`config.mk`:
```
export PLATFORM = sky130hd
export DESIGN_NAME = spi_mem_responder_flat
export DESIGN_NICKNAME = d
export VERILOG_FILES = /design/src/rtl/spi_mem_if.sv /design/src/rtl/spi_mem_responder.sv /design/src/flat_wrapper.sv
export SDC_FILE = /design/constraint.sdc
export NUM_CORES = 2
export LEC_CHECK = 0
export CAP_MARGIN = 10
export CORE_ASPECT_RATIO = 0.5
export CORE_MARGIN = 4
export CORE_UTILIZATION = 30
export DETAILED_ROUTE_END_ITERATION = 6
export PLACE_DENSITY = 0.43
export SYNTH_ARGS = -nofsm -noshare
export SYNTH_HDL_FRONTEND = slang
export SYNTH_SLANG_ARGS = --single-unit
```
`constraint.sdc`:
```
create_clock -name CLKA -period 10.94 [get_ports CLKA]
set_input_delay 1.094 -clock CLKA [delete_from_list [all_inputs] [get_ports CLKA]]
set_output_delay 1.094 -clock CLKA [all_outputs]
set_load 0.01 [all_outputs]
```
`src/rtl/spi_mem_if.sv`:
```
// spi_mem_if: SPI pins and status outputs of the SPI memory responder.
//   master modport: drives SPI_CLK, SPI_MOSI, SPI_CS_n; observes SPI_MISO and status.
//   slave  modport: observes the SPI pins; drives SPI_MISO, cmd_code, cmd_valid,
//                   wel, busy, frame_err.
interface spi_mem_if;
    logic       SPI_CLK;
    logic       SPI_MOSI;
    logic       SPI_CS_n;
    logic       SPI_MISO;
    logic [7:0] cmd_code;
    logic       cmd_valid;
    logic       wel;
    logic       busy;
    logic       frame_err;
    modport master (
        output SPI_CLK, SPI_MOSI, SPI_CS_n,
        input  SPI_MISO, cmd_code, cmd_valid, wel, busy, frame_err
    );
    modport slave (
        input  SPI_CLK, SPI_MOSI, SPI_CS_n,
        output SPI_MISO, cmd_code, cmd_valid, wel, busy, frame_err
    );
endinterface

```
`src/rtl/spi_mem_responder.sv`:
```
// spi_mem_responder: SPI mode-0 slave emulating a byte-addressable serial memory.
//   CLKA      system clock; all SPI pins are oversampled on it (SPI_CLK <= CLKA/8)
//   rst       asynchronous active-high reset
//   bus       spi_mem_if.slave: SPI_CLK/SPI_MOSI/SPI_CS_n in, SPI_MISO out,
//             cmd_code/cmd_valid (last command byte + pulse), wel, busy, frame_err
//   Commands: READ 0x03, WRITE 0x02, RDSR 0x05, WREN 0x06, WRDI 0x04.
//   Optional macro SPI_RESP_BUSY_EN: a completed write holds busy (WIP) high for
//   BUSY_CYCLES clocks, during which only RDSR is accepted.
module spi_mem_responder #(
    parameter int DEPTH      = 256,
    parameter int ADDR_BYTES = 3
`ifdef SPI_RESP_BUSY_EN
    ,
    parameter int BUSY_CYCLES = 64
`endif
) (
    input  logic     CLKA,
    input  logic     rst,
    spi_mem_if.slave bus
);
    localparam int AW = (DEPTH > 1) ? $clog2(DEPTH) : 1;
    localparam logic [7:0] OP_READ  = 8'h03;
    localparam logic [7:0] OP_WRITE = 8'h02;
    localparam logic [7:0] OP_RDSR  = 8'h05;
    localparam logic [7:0] OP_WREN  = 8'h06;
    localparam logic [7:0] OP_WRDI  = 8'h04;

    typedef enum logic [2:0] {IDLE, CMD, ADDR, RD, WR, STAT, IGNORE} state_t;
    state_t state_q, state_d;

    logic [2:0]    clk_s_q, cs_s_q;
    logic [1:0]    mosi_s_q;
    logic [2:0]    bit_cnt_q, abyte_q;
    logic [6:0]    rx_q;
    logic [7:0]    tx_q, cmd_code_q, rd_q, byte_val, tx_src;
    logic [AW-1:0] addr_q;
    logic          miso_q, cmd_valid_q, wel_q, wr_wel_q, frame_err_q, busy_w;
    logic          rise, fall, cs_act, cs_start, cs_end, bit_ok, byte_done, enter_cmd;
    logic          cmd_done, set_wel, clr_wel, addr_shift, ram_we, rd_next, last_abyte;
    logic [7:0]    mem_q [DEPTH];

    always_ff @(posedge CLKA or posedge rst) begin
        if (rst) begin
            clk_s_q  <= 3'b000;
            cs_s_q   <= 3'b111;
            mosi_s_q <= 2'b00;
        end else begin
            clk_s_q  <= {clk_s_q[1:0], bus.SPI_CLK};
            cs_s_q   <= {cs_s_q[1:0], bus.SPI_CS_n};
            mosi_s_q <= {mosi_s_q[0], bus.SPI_MOSI};
        end
    end

    // mosi_s_q[1] is captured in the same stage as clk_s_q[1], so it is the data bit at the rise
    assign rise       = clk_s_q[1] & ~clk_s_q[2];
    assign fall       = ~clk_s_q[1] & clk_s_q[2];
    assign cs_act     = ~cs_s_q[1];
    assign cs_start   = ~cs_s_q[1] & cs_s_q[2];
    assign cs_end     = cs_s_q[1] & ~cs_s_q[2] & (state_q != IDLE);
    assign bit_ok     = rise & ~cs_end & (state_q != IDLE);
    assign byte_done  = bit_ok & (bit_cnt_q == 3'd7);
    assign byte_val   = {rx_q, mosi_s_q[1]};
    assign enter_cmd  = (state_q == IDLE) & cs_start;
    assign last_abyte = abyte_q == 3'(ADDR_BYTES - 1);

    always_ff @(posedge CLKA or posedge rst) begin
        if (rst) state_q <= IDLE;
        else     state_q <= state_d;
    end

    always_comb begin
        state_d = state_q;
        if (cs_end)
            state_d = IDLE;
        else if (enter_cmd)
            state_d = CMD;
        else if (byte_done) begin
            case (state_q)
                CMD:     state_d = (busy_w && byte_val != OP_RDSR) ? IGNORE
                                 : (byte_val == OP_READ || byte_val == OP_WRITE) ? ADDR
                                 : (byte_val == OP_RDSR) ? STAT : IGNORE;
                ADDR:    state_d = last_abyte ? ((cmd_code_q == OP_READ) ? RD : WR) : ADDR;
                default: state_d = state_q;
            endcase
        end
    end

    always_comb begin
        cmd_done   = byte_done && state_q == CMD;
        set_wel    = cmd_done && byte_val == OP_WREN && !busy_w;
        clr_wel    = cmd_done && byte_val == OP_WRDI && !busy_w;
        addr_shift = byte_done && state_q == ADDR;
        ram_we     = byte_done && state_q == WR && wel_q;
        rd_next    = byte_done && state_q == RD;
        tx_src     = (state_q == RD) ? rd_q : (state_q == STAT) ? {6'b0, wel_q, busy_w} : 8'h00;
    end

    always_ff @(posedge CLKA or posedge rst) begin
        if (rst) begin
            bit_cnt_q   <= '0;
            abyte_q     <= '0;
            rx_q        <= '0;
            tx_q        <= '0;
            miso_q      <= 1'b0;
            addr_q      <= '0;
            cmd_code_q  <= '0;
            cmd_valid_q <= 1'b0;
            wel_q       <= 1'b0;
            wr_wel_q    <= 1'b0;
            frame_err_q <= 1'b0;
        end else begin
            cmd_valid_q <= cmd_done;
            if (cmd_done) cmd_code_q <= byte_val;
            if (enter_cmd) begin
                bit_cnt_q <= '0;
                abyte_q   <= '0;
                tx_q      <= '0;
                wr_wel_q  <= 1'b0;
            end else if (bit_ok) begin
                bit_cnt_q <= bit_cnt_q + 3'd1;
                rx_q      <= byte_val[6:0];
            end
            if (cmd_done) wr_wel_q <= byte_val == OP_WRITE && wel_q && !busy_w;
            if (addr_shift) begin
                abyte_q <= abyte_q + 3'd1;
                addr_q  <= AW'({addr_q, byte_val});
            end else if (ram_we || rd_next)
                addr_q <= addr_q + AW'(1);
            if (cs_end && wr_wel_q) wel_q <= 1'b0;
            else if (set_wel)       wel_q <= 1'b1;
            else if (clr_wel)       wel_q <= 1'b0;
            if (cs_end && bit_cnt_q != 3'd0) frame_err_q <= 1'b1;
            // the fall after a byte's last rise (count back at 0) starts the next TX byte
            if (!cs_act)
                miso_q <= 1'b0;
            else if (fall) begin
                miso_q <= (bit_cnt_q == 3'd0) ? tx_src[7] : tx_q[7];
                tx_q   <= (bit_cnt_q == 3'd0) ? {tx_src[6:0], 1'b0} : {tx_q[6:0], 1'b0};
            end
        end
    end

    // write-first read port: the shared address makes a same-cycle write visible immediately
    always_ff @(posedge CLKA) begin
        if (ram_we) mem_q[addr_q] <= byte_val;
        rd_q <= ram_we ? byte_val : mem_q[addr_q];
    end

`ifdef SPI_RESP_BUSY_EN
    localparam int BW = $clog2(BUSY_CYCLES + 1);
    logic [BW-1:0] busy_cnt_q;
    logic          wrote_q;
    always_ff @(posedge CLKA or posedge rst) begin
        if (rst) begin
            busy_cnt_q <= '0;
            wrote_q    <= 1'b0;
        end else begin
            wrote_q <= enter_cmd ? 1'b0 : (wrote_q | ram_we);
            if (cs_end && wrote_q)       busy_cnt_q <= BW'(BUSY_CYCLES);
            else if (busy_cnt_q != '0)   busy_cnt_q <= busy_cnt_q - BW'(1);
        end
    end
    assign busy_w = busy_cnt_q != '0;
`else
    assign busy_w = 1'b0;
`endif

    assign bus.SPI_MISO  = miso_q;
    assign bus.cmd_code  = cmd_code_q;
    assign bus.cmd_valid = cmd_valid_q;
    assign bus.wel       = wel_q;
    assign bus.busy      = busy_w;
    assign bus.frame_err = frame_err_q;
endmodule
```
`src/flat_wrapper.sv`:
```
// flat-port wrapper written by rule: the top's interface ports become plain ports
module spi_mem_responder_flat 
#(
    parameter int DEPTH      = 256,
    parameter int ADDR_BYTES = 3

)
  (CLKA, rst, bus_SPI_CLK, bus_SPI_MOSI, bus_SPI_CS_n, bus_SPI_MISO, bus_cmd_code, bus_cmd_valid, bus_wel, bus_busy, bus_frame_err);
  spi_mem_if bus_i ();
  input  logic CLKA;
  input  logic rst;
  input wire logic [$bits(bus_i.SPI_CLK)-1:0] bus_SPI_CLK;
  input wire logic [$bits(bus_i.SPI_MOSI)-1:0] bus_SPI_MOSI;
  input wire logic [$bits(bus_i.SPI_CS_n)-1:0] bus_SPI_CS_n;
  output wire logic [$bits(bus_i.SPI_MISO)-1:0] bus_SPI_MISO;
  output wire logic [$bits(bus_i.cmd_code)-1:0] bus_cmd_code;
  output wire logic [$bits(bus_i.cmd_valid)-1:0] bus_cmd_valid;
  output wire logic [$bits(bus_i.wel)-1:0] bus_wel;
  output wire logic [$bits(bus_i.busy)-1:0] bus_busy;
  output wire logic [$bits(bus_i.frame_err)-1:0] bus_frame_err;
  assign bus_i.SPI_CLK = bus_SPI_CLK;
  assign bus_i.SPI_MOSI = bus_SPI_MOSI;
  assign bus_i.SPI_CS_n = bus_SPI_CS_n;
  assign bus_SPI_MISO = bus_i.SPI_MISO;
  assign bus_cmd_code = bus_i.cmd_code;
  assign bus_cmd_valid = bus_i.cmd_valid;
  assign bus_wel = bus_i.wel;
  assign bus_busy = bus_i.busy;
  assign bus_frame_err = bus_i.frame_err;
  spi_mem_responder #(.DEPTH(DEPTH), .ADDR_BYTES(ADDR_BYTES)) u_core (.CLKA(CLKA), .rst(rst), .bus(bus_i));
endmodule
```
==> metrics.txt <==
Placer Congestion 0.8405; relative slew slack 0.1891; via count 41480; Clock Path Buffers 4; Synth Cell Area 82630 sq um; FF-to-FF setup slack 6230 ps; first-pass GRT wire length 347.6 mm; outcome finished clean; Clock Sinks 2109; pwr dens 189.6 nW/um^2; GRT Total Usage 0.1738; H-tree level count 4; syn nets 4065; Starting Density 0.3033; hold endpoint u_core.clk_s_q[1]$_DFF_PP0_; CP most frequent cell a211oi_1; total power 17.61 mW; Placed Area 86730 sq um; # DRC 0; worst-path fanout max 70; endpoints failing hold 0; CTS tree built; die width 750.2 microns; Worst EP arrival 5390 ps; vias in the first global route 41890; antenna violations before repair 15; Startpoint Class flip-flop; hold path start u_core.clk_s_q[0]$_DFF_PP0_; peak supply drop 265.0 uV; post-synth top area share 0.7443; Post-Syn Instances 4051; Root Driver clkbuf_16; Finished Cell Area 92890 sq um; largest net degree at the start of global routing 213; total die area 284400 sq um; worst skew pair latency 860 ps; Leakage 27.65 nW; Async S/R FF share, synth 0.02513; post-CTS setup repair buffer count 0; post-synthesis sequential area ratio 0.7623; Synth Register Bits 2109; period utilization 0.4306; Final Setup Violations 0; Num CTS Buffers 207; crit-path max cell delay 990 ps; row count 135; final wirelength 251.3 mm; Synth Flop Type edfxtp_1; WL/cell 31.68 microns; CP endpoint kind flip-flop; top cells by area, synth edfxtp_1, mux4_2, mux2i_1, dfrtp_1, nor2_1; count leader, synth edfxtp_1; CP cell instances buf_12 > buf_4 > mux4_2 > a211oi_1 > a2111oi_1 > clkdlybuf4s18_2 > a211oi_1 > o31ai_1; Port Buffers 16; Worst Tran Pin Value 1209 ps; commonest cells in the netlist edfxtp_1, mux4_2, nor2_1; CP max-delay cell a211oi_1; Mean Syn Cell Area 20.40 sq um; final setup margin 6230 ps; max cap viols 0; Yosys warning count 0; die span in y 379.1 microns; io pins 18; WP buf/inv 3; FF-to-FF path depth 8; CP required 11620 ps; Fillers 25420; Clock transition at path regs 60 ps; share of post-route cells with drive strength above 1 0.2101; dpl ws 6371 ps; gr ovfl total 0; DP Wirelength 152.6 mm; hold buffers post-CTS 0; min Tclk post-route 4710 ps; worst hold path type flip-flop to flip-flop; delay-heaviest family, CP compound AO/OA/AOI/OAI gates; Slew Limit Fails 0; CP Class flip-flop to flip-flop; RSZ-0062 raised after global routing false; post-synth cell types 75; hold path depth 0; Layout Skew 75.89 ps; Post-CTS Resized 0; Fmax achieved 0.2123 GHz; antenna violation net count after detailed routing 0; Starting DRT DRC Count 4556; worst r2r dst u_core.tx_q[7]$_DFF_PP0_; Area Overhead vs Synth 12.41%; DRT Pass-1 Iters 7; Via-to-Cell Ratio 5.230; cell accounting for the most synthesized area edfxtp_1; EDFF count, synth 2048; Nets 4164; CORE AREA 272500 sq um; setup TNS 0 ps
==> report_power, final <==
part	total, mW	switching [mW]	internal, mW
registers	9.95	0.228	9.72
clock network	6.77	3.08	3.69
logic	0.896	0.820	0.0758
==> final cells by class <==
type / count / area, sq um / share of cell area
sequential: 2109 / 63040 / 0.6787
multi-input combinational: 1685 / 17970 / 0.1935
clock buffer: 262 / 5482 / 0.05901
tap: 3630 / 4542 / 0.04890
timing repair buffer: 128 / 1111 / 0.01196
clock inverter: 94 / 655.6 / 0.007058
inverter: 19 / 72.57 / 0.0007813
antenna: 5 / 12.51 / 0.0001347
==> how the worst max path moves through the flow <==
stage	startpoint	to	slack, ps	cells past startpoint
2_1_floorplan	u_core.rx_q[3]$_DFFE_PP0P_	u_core.state_q[1]$_DFFE_PP0P_	6300	7
4_1_cts	flip-flop	u_core.tx_q[7]$_DFF_PP0_	6310	8
5_1_grt	flip-flop	u_core.tx_q[7]$_DFF_PP0_	6080	8
6_report	flip-flop	u_core.tx_q[7]$_DFF_PP0_	6230	8
3_3_place_gp	flip-flop	u_core.tx_q[7]$_DFF_PP0_	5970	8
3_5_place_dp	flip-flop	u_core.tx_q[7]$_DFF_PP0_	6370	8
==> through the flow <==
stage | util | std cells | hold WS (ps)
2_1_floorplan | - | 4051 | 331.2
3_3_place_gp | 0.3182 | 7566 | 342.4
3_5_place_dp | 0.3183 | 7570 | 338.8
4_1_cts | 0.3408 | 7926 | 357.0
5_1_grt | 0.3409 | 7927 | 363.5
6_report | 0.3409 | 7932 | 354.1
==> placed cells by master (no fill, tap or decap), drive strengths merged, types with 22 or more instances in the layout <==
cell type and n:
nand3 24, o221ai 60, a21oi 61, clkinv 81
clkbuf 262, dfrtp 50, o21ai 51, mux2i 178
nand2 169, buf 111, mux4 457, edfxtp 2048
nor3 48, nor2 304, a22oi 45, nor2b 22
o22ai 55
==> state kept, by name, summed over array words and instances, names as in the netlist, named ones only <==
| signal | count |
|---|---|
| u_core.abyte_q | 3 |
| u_core.bus.SPI_MISO | 1 |
| u_core.tx_q | 8 |
| u_core.addr_q | 8 |
| u_core.mem_q | 2048 |
| u_core.mosi_s_q | 2 |
| u_core.wr_wel_q | 1 |
| u_core.bus.wel | 1 |
| u_core.cs_s_q | 3 |
| u_core.clk_s_q | 3 |
| u_core.bit_cnt_q | 3 |
| u_core.state_q | 3 |
| u_core.bus.cmd_valid | 1 |
| u_core.bus.frame_err | 1 |
| u_core.bus.cmd_code | 8 |
| u_core.rx_q | 7 |
==> metal layers <==
layer / vias up / track usage / routed length [microns] / share of wire
met1: 22730 / 0.2531 / 114700 / 0.46
met5: - / 0 / 0 / 0
li1: 16950 / - / - / -
met4: 0 / 0.04331 / 6367 / 0.025
met2: 1473 / 0.2688 / 114000 / 0.45
met3: 336 / 0.03197 / 16250 / 0.065
==> cells by family after synthesis <==
logic type      synth area share
fa+ha+maj               0.001363
mux                       0.1485
buf+inv                  0.02143
simple gates             0.03411
other cells           0.00004538
compound gates           0.03228
flops                     0.7623
(Power assumes the default switching activity.)
